$ cat src/rtl/train_dispatcher.sv
// Nibble FIFO plus frame dispatcher feeding the train-stack permutation checker.
// Optional pass/fail statistics counters are enabled by defining STATS_EN.
module train_dispatcher #(
  parameter int FIFO_DEPTH = 16,
  parameter int MAX_CARS   = 10
`ifdef STATS_EN
  , parameter int CNT_W    = 8
`endif
) (
  input  logic             clk,
  input  logic             rst_n,
  input  logic             host_valid,
  input  logic [3:0]       host_data,
  output logic             host_ready,
  output logic             chk_in_valid,
  output logic [3:0]       chk_data,
  input  logic             chk_out_valid,
  input  logic             chk_result,
  output logic             res_valid,
  output logic             res_pass,
  output logic             res_err,
  output logic             busy
`ifdef STATS_EN
  , output logic [CNT_W-1:0] pass_cnt
  , output logic [CNT_W-1:0] fail_cnt
`endif
);

  localparam int PW = $clog2(FIFO_DEPTH);
  localparam int CW = PW + 1;
  localparam int RW = $clog2(MAX_CARS + 2);

  typedef enum logic [1:0] {S_IDLE, S_SEND, S_WAIT, S_REPORT} state_t;

  state_t        state;
  logic [3:0]    mem [FIFO_DEPTH];
  logic [PW-1:0] wr_ptr;
  logic [PW-1:0] rd_ptr;
  logic [CW-1:0] count;
  logic [RW-1:0] remaining;
  logic [3:0]    head;
  logic          head_bad;
  logic          frame_ready;
  logic          push;
  logic          pop;

  assign host_ready = (count < CW'(FIFO_DEPTH));
  assign push       = host_valid & host_ready;
  assign head       = mem[rd_ptr];
  assign busy       = (state != S_IDLE);

  always_comb begin
    head_bad    = (head == 4'd0) || (int'(head) > MAX_CARS);
    frame_ready = int'(count) >= int'(head) + 1;
    pop         = 1'b0;
    case (state)
      S_IDLE:  pop = (count != '0) && head_bad;
      S_SEND:  pop = 1'b1;
      default: pop = 1'b0;
    endcase
  end

  // NOTE: the storage array has no reset; pointers and count alone decide which entries are live.
  always_ff @(posedge clk) begin
    if (push) mem[wr_ptr] <= host_data;
  end

  always_ff @(posedge clk or negedge rst_n) begin
    if (!rst_n) begin
      wr_ptr <= '0;
      rd_ptr <= '0;
      count  <= '0;
    end else begin
      if (push) wr_ptr <= wr_ptr + PW'(1);
      if (pop)  rd_ptr <= rd_ptr + PW'(1);
      case ({push, pop})
        2'b10:   count <= count + CW'(1);
        2'b01:   count <= count - CW'(1);
        default: count <= count;
      endcase
    end
  end

  // NOTE: all state and outputs here use <= so every branch sees the pre-edge values.
  always_ff @(posedge clk or negedge rst_n) begin
    if (!rst_n) begin
      state        <= S_IDLE;
      remaining    <= '0;
      chk_in_valid <= 1'b0;
      chk_data     <= 4'd0;
      res_valid    <= 1'b0;
      res_pass     <= 1'b0;
      res_err      <= 1'b0;
    end else begin
      chk_in_valid <= 1'b0;
      res_valid    <= 1'b0;
      case (state)
        S_IDLE: begin
          if (count != '0) begin
            if (head_bad) begin
              res_err   <= 1'b1;
              res_pass  <= 1'b0;
              res_valid <= 1'b1;
              state     <= S_REPORT;
            end else if (frame_ready) begin
              // Only whole frames are started, so the burst never stalls mid-way.
              remaining <= RW'(int'(head) + 1);
              state     <= S_SEND;
            end
          end
        end
        S_SEND: begin
          chk_in_valid <= 1'b1;
          chk_data     <= head;
          remaining    <= remaining - RW'(1);
          if (remaining == RW'(1)) state <= S_WAIT;
        end
        S_WAIT: begin
          if (chk_out_valid) begin
            res_pass  <= chk_result;
            res_err   <= 1'b0;
            res_valid <= 1'b1;
            state     <= S_REPORT;
          end
        end
        S_REPORT: state <= S_IDLE;
        default:  state <= S_IDLE;
      endcase
    end
  end

`ifdef STATS_EN
  always_ff @(posedge clk or negedge rst_n) begin
    if (!rst_n) begin
      pass_cnt <= '0;
      fail_cnt <= '0;
    end else if (res_valid) begin
      if (res_pass) begin
        if (pass_cnt != '1) pass_cnt <= pass_cnt + CNT_W'(1);
      end else begin
        if (fail_cnt != '1) fail_cnt <= fail_cnt + CNT_W'(1);
      end
    end
  end
`endif

endmodule

$ cat config.mk
export PLATFORM = sky130hd
export DESIGN_NAME = train_dispatcher
export DESIGN_NICKNAME = d
export VERILOG_FILES = /design/src/rtl/train_dispatcher.sv
export SDC_FILE = /design/constraint.sdc
export NUM_CORES = 1
export LEC_CHECK = 0
export BUFFER_PORTS_ARGS = -buffer_cell sky130_fd_sc_hd__buf_2
export CAP_MARGIN = 10
export CORE_MARGIN = 2
export CORE_UTILIZATION = 39
export CTS_CLUSTER_SIZE = 10
export DETAILED_ROUTE_END_ITERATION = 7
export HOLD_SLACK_MARGIN = 0.1
export PLACE_DENSITY = 0.63
export SETUP_SLACK_MARGIN = 0.15
export SLEW_MARGIN = 20
export SYNTH_ARGS = -nofsm -noshare
export SYNTH_HDL_FRONTEND = slang
export SYNTH_SLANG_ARGS = --single-unit
$ cat constraint.sdc
create_clock -name clk -period 3.85 [get_ports clk]
set_input_delay 0.385 -clock clk [delete_from_list [all_inputs] [get_ports clk]]
set_output_delay 0.385 -clock clk [all_outputs]
set_load 0.02 [all_outputs]
; Word level (Yosys, flattened, before mapping)
; Memories as Yosys holds them, arrays and structs flattened.
; Index checks and enable logic that the tools add are counted.
; Widths: inputs -> output; s select.
[word_totals]
ff_bits = 27
mem_bits_rw = 64
input_bits = 9
word_cells = 73
n_memories = 1
[op_classes]
add_sub_neg = 6
magnitude_cmp = 3
eq_ne = 13
mux = 27
bitwise_logic = 1
n_reduce_logical = 12
[mem_list]
columns = name, words, word_bits, read_ports, rd_ports_with_merged_regs, write_ports, line_no
row1 = mem, 16, 4, 1, 0, 1, 36  ; logic [3:0] mem [FIFO_DEPTH];
[ops]
columns = operator, n
row1 = $ge 6x32->1, 1
row2 = $mux 1, 12
row3 = $mux 4, 3
row4 = $ne 2x2->1 const B, 6
row5 = $reduce_and 4->1, 3
row6 = $mux 2, 5
row7 = $pmux 5 s2, 1
row8 = $add 4x1->4 const B, 2
row9 = $pmux 1 s2, 4
row10 = $pmux 2 s4, 1
row11 = $pmux 4 s2, 1
row12 = $reduce_bool 2->1, 4
row13 = $eq 2x2->1 const B, 3
row14 = $add 4x1->5 const B, 1
row15 = $add 5x1->5 const B, 1
row16 = $lt 5x5->1 const B, 1
row17 = $reduce_bool 5->1, 1
row18 = $sub 5x1->5 const B, 1
row19 = $eq 2x1->1 const B, 2
row20 = $eq 4x1->1 const B, 1
row21 = $gt 4x4->1 const B, 1
row22 = $logic_not 4->1, 1
row23 = $sub 4x1->4 const B, 1
row24 = $ne 3x3->1 const B, 1
row25 = other kinds (4), 4

; Depth between registers and ports, before layout
; An unclocked memory read counts as a cell.
[logic_depth]
word_depth = 7
ltp_mapped = 23
mapped_depth_nobuf = 21

; Worst setup path before layout
; No wires, ideal clock.
[synth_timing]
path_type = register to register
from = reg rd_ptr[0]
to = reg count[4]
setup_time_ns = 0.128
t_arrival_ns = 4.038
slack_ns = -0.316
stages_incl_launch_ff = 22
n_path_buf = 2
synth_period_minus_slack_ns = 4.166
cell_sequence = dfrtp_1 > buf_2 > buf_2 > mux4_2 > mux4_2 > inv_1 > ha_1 > inv_1 > a311oi_2 > a311o_4 > a21boi_4 > nor2_2 > inv_1 > ha_1 > inv_1 > fa_1 > inv_1 > a21o_1 > a21oi_1 > xnor2_1 > nor2_1 > xnor2_1
[synth_via]
elab_chain_cells = 7
[synth_lines]
columns = item, line_no
row1 = from (decl), 38  ; logic [PW-1:0] rd_ptr;
row2 = from (signal assigned), 75  ; if (pop) rd_ptr <= rd_ptr + PW'(1);
row3 = $mem_v2 16x4 *, --
row4 = net head[0], 41  ; logic [3:0] head;
row5 = $gt 4x4->1 / $logic_not 4->1 (equally long branches), 53  ; head_bad = (head == 4'd0) || (int'(head) > MAX_CARS);
row6 = $logic_or 1x1->1 *, 53
row7 = $logic_and 1x1->1 *, 57  ; S_IDLE: pop = (count != '0) && head_bad;
row8 = $pmux 1 s2 *, 56  ; case (state)
row9 = net pop, 45  ; logic pop;
row10 = $eq 2x1->1 / $eq 2x2->1 (equally long branches), 76  ; case ({push, pop})
row11 = $pmux 5 s2 / $reduce_bool 2->1 (equally long branches), --
row12 = to (signal assigned), 77  ; 2'b10: count <= count + CW'(1);
row13 = to (signal assigned), 78  ; 2'b01: count <= count - CW'(1);
row14 = to (signal assigned), 79  ; default: count <= count;
row15 = to (decl), 39  ; logic [CW-1:0] count;
; The timed path passes the listed nets; every way through them passes the cells marked *.
; A chain may end at the register's enable or synchronous reset.

; Final worst setup path
; Ends and elaborated chain as after synthesis.

==> parameters.txt <==
Parameter                              Value

Worst setup path
  Worst reg-to-reg setup slack ... 270 ps
  Worst-path fanout max ... 6
  Cell-by-cell trace of the critical path ... buf_12 -> mux4_2 -> mux4_2 -> inv_2 -> ha_4 -> inv_4 -> a311oi_2 -> a311o_4 -> a21boi_4 -> nor2_4 -> inv_2 -> ha_4 -> inv_4 -> fa_2 -> inv_1 -> a21o_1 -> a21oi_2 -> xnor2_1 -> nor2_1 -> xnor2_1
  Path length in cells of the critical path ... 20
  Sort of element at the start of the critical path ... flip-flop
  Arrival time reported for the critical path endpoint ... 3810 ps
  Launch point of the critical path ... rd_ptr[0]$_DFFE_PN0P_
  Critical Path Max Stage Delay ... 510 ps
  Cell type group with the largest total delay on the critical path ... multiplexers
  R2R cell count ... 20
  Data required time of the worst path ... 4080 ps
  Crit path buffers/inverters ... 6
  Slowest library cell on the worst path ... mux4_2
  Worst r2r src ... rd_ptr[0]$_DFFE_PN0P_
  Crit path kind ... reg2reg
  Critical path capture point type ... flip-flop
  End point of the critical path ... count[4]$_DFFE_PN0P_
  Reg2reg end ... count[4]$_DFFE_PN0P_

Yosys
  Gate Count Post-Synth ... 322
  Asr flop ratio synth ... 29.7%
  Cell with the most instances after synthesis ... edfxtp_1
  Post-synthesis cell type count ... 53
  Synth area leader ... edfxtp_1
  Most used flip-flop cell after synthesis ... edfxtp_1
  Leading cell types by count after synthesis ... edfxtp_1, nor2_1, dfrtp_1
  Area of the mapped netlist ... 4420 um^2
  Sequential cell area fraction in the yosys report ... 58.8%
  Top cells by area in the synthesized netlist ... edfxtp_1, dfrtp_1, ha_1
  Nets in the synthesized netlist ... 354
  Mean instance size in the synthesized netlist ... 13.7 um^2
  Area share of the largest cell type after synthesis ... 43.5%
  Seq cells post-synth ... 91
  Synthesis warning total ... 0
  Post-synth EDFFs ... 64

Timing
  Highest attainable clock frequency ... 280 MHz
  Worst path setup slack after routing ... 273 ps
  Final count of pins violating max slew ... 0
  Setup repair after global routing missed its margin ... yes
  Total negative setup slack ... 0 ps
  Worst relative slew slack ... 48.2%
  Transition at the pin with the smallest max-transition slack ... 770 ps
  Clock Skews ... 5.65 ps
  Final-report hold violation count ... 0
  Final period demand of the worst path ... 3580 ps
  Final Setup Violations ... 0
  Final Cycle Share ... 92.9%

Final layout
  Number of fill cells in the layout ... 947
  Layout Cells excl Fill ... 506
  NumNets Final ... 392
  Area growth, synth to finish ... 16.2%
  Share of post-route cells with drive strength above 1 ... 25.5%

Clocking
  CTS root buffer ... clkbuf_16
  CTS sink count ... 91
  Clock latency on the worst-skew pair ... 350 ps
  CTS clk-pin slew, worst paths ... 70 ps
  Number of buffers created by CTS ... 9
  CTS H-tree depth ... 3
  Clock tree from TritonCTS ... built
  Maximum count of clock buffers along a single path ... 2

Power and ir drop
  Switching share of total power ... 39.0%
  Maximum ir drop on the vdd rail ... 393 uV
  Cell-internal power ... 2.97 mW
  Combinational share of power ... 53.8%
  Switch Pwr ... 1.90 mW
  Reported leakage power ... 2.00 nW
  Total power divided by cell area ... 949 nW/um^2
  Relative contribution of the clock network to total power ... 16.9%
  Power after layout ... 4.87 mW
  Portion of total power attributed to sequential cells ... 29.3%

Placed design
  Worst setup timing slack at the placement stage ... 68.1 ps
  Placed wire-length estimate ... 6210 um
  Final weighted congestion of routability-driven global placement ... 0.795
  Total instance count after detailed placement ... 482
  # port buffers ... 18

Global route
  Antenna violations before repair ... 0
  Global-route total usage across every layer ... 14.6%
  Maximum number of pins on one net before global-route repair ... 28
  First-pass GRT wire length ... 13800 um
  Remaining Overflow, GRT ... 0
  Via count of the first global-routing pass ... 2631

Die
  Initial standard-cell utilization of the core ... 40.4%
  Height of the die ... 110 um
  Die area ... 12200 um^2
  Count of pins on the block boundary ... 19
  Placement Rows ... 38
  Horizontal die dimension ... 110 um
  Area of the core ... 10900 um^2

Status
  Run status ... completed

Route
  Avg WL per Cell ... 16.8 um
  Vias after detailed routing ... 2618
  Routed wire length ... 8490 um
  Starting DRC count in detailed routing ... 127
  DRC violation count after routing ... 0
  Detailed-router iteration count before antenna repair ... 4
  Number of nets with antenna violations after routing ... 0
  Vias per inst ... 5.17

Job
  Number of maximum-capacitance violations ... 0

Worst hold path
  Tightest Hold Check Type ... in2reg
## cells in the final DEF (no fill, tap or decap), drive strengths merged, types with 5 or more instances in the layout
| cell type | count |
|---|---|
| xnor2 | 11 |
| dfrtp | 27 |
| nand2 | 22 |
| nor3 | 5 |
| ha | 22 |
| buf | 37 |
| inv | 26 |
| o21ai | 15 |
| nor2b | 5 |
| a21oi | 8 |
| mux2 | 8 |
| clkbuf | 9 |
| mux4 | 11 |
| nor2 | 29 |
| edfxtp | 64 |
| mux2i | 14 |
## layout make-up
type                       instances  area (um^2)  area share (%)
timing repair buffer              38          275            5.36
inverter                          23         91.3            1.78
antenna                            1         2.50          0.0488
clock inverter                     7         50.0           0.975
multi-input combinational        197         1710            33.4
tap                              140          175            3.41
clock buffer                       9          225            4.39
sequential                        91         2600            50.6
## power by group through the flow
stage | combinational [mW] | clock (mW) | sequential (mW)
detailed placement | 2.54 | 0 | 1.45
CTS | 2.58 | 0.842 | 1.43
global route | 2.91 | 0.879 | 1.46
global placement | 2.48 | 0 | 1.44
finish | 2.62 | 0.822 | 1.43
floorplan | 1.91 | 0 | 1.43
## sequential cells by signal (all words and copies together), names as in the netlist
name	cells
mem	64
count	5
chk_data	4
res_valid	1
state	2
remaining	4
res_pass	1
rd_ptr	4
chk_in_valid	1
res_err	1
wr_ptr	4
## logic make-up (layout without fill, tap and decap cells)
family,after synthesis,after routing,share of synthesized area [%]
xor+xnor,13,13,2.58
flops,91,91,58.8
buf+inv,34,77,3.74
simple gates,79,79,8.56
compound gates,49,49,8.64
fa+ha+maj,23,23,6.69
mux,33,33,11.0
other cells,0,1,0
## metal layers
layer  routed length (um)  GRT usage, %  vias to the layer above
met1                 3890          18.4                     1295
met2                 4120          23.9                       43
met4                  158          5.25                        0
met3                  313          4.28                       16
li1                     -             -                     1264
met5                    0             0                        -
## worst min path at each step
stage | start | endpoint | depth (start not counted)
after global placement | rst_n | remaining[1]$_DFFE_PN0P_ | 1
after global routing | chk_out_valid | res_valid$_DFF_PN0_ | 2
final | chk_out_valid | res_valid$_DFF_PN0_ | 2
after CTS | chk_out_valid | res_valid$_DFF_PN0_ | 2
after floorplan | rst_n | chk_data[0]$_DFFE_PN0P_ | 0
after detailed placement | rst_n | remaining[0]$_DFFE_PN0P_ | 1
## timing repair
action,in CTS,in global routing
pin swaps,2,10
gates resized for setup,3,2
endpoints found under the hold margin,27,0
endpoints found under the setup margin,1,3
hold buffers,1,0
setup buffers,3,3
## per-stage QoR
step                utilization (%)  area, um^2  hold WS [ps]
floorplan                         -        4490          89.4
global placement               43.7        4780           440
detailed placement             43.7        4780           452
CTS                            46.6        5100           279
global route                   46.9        5130           296
finish                         46.9        5130           287
(Power assumes the default switching activity.)
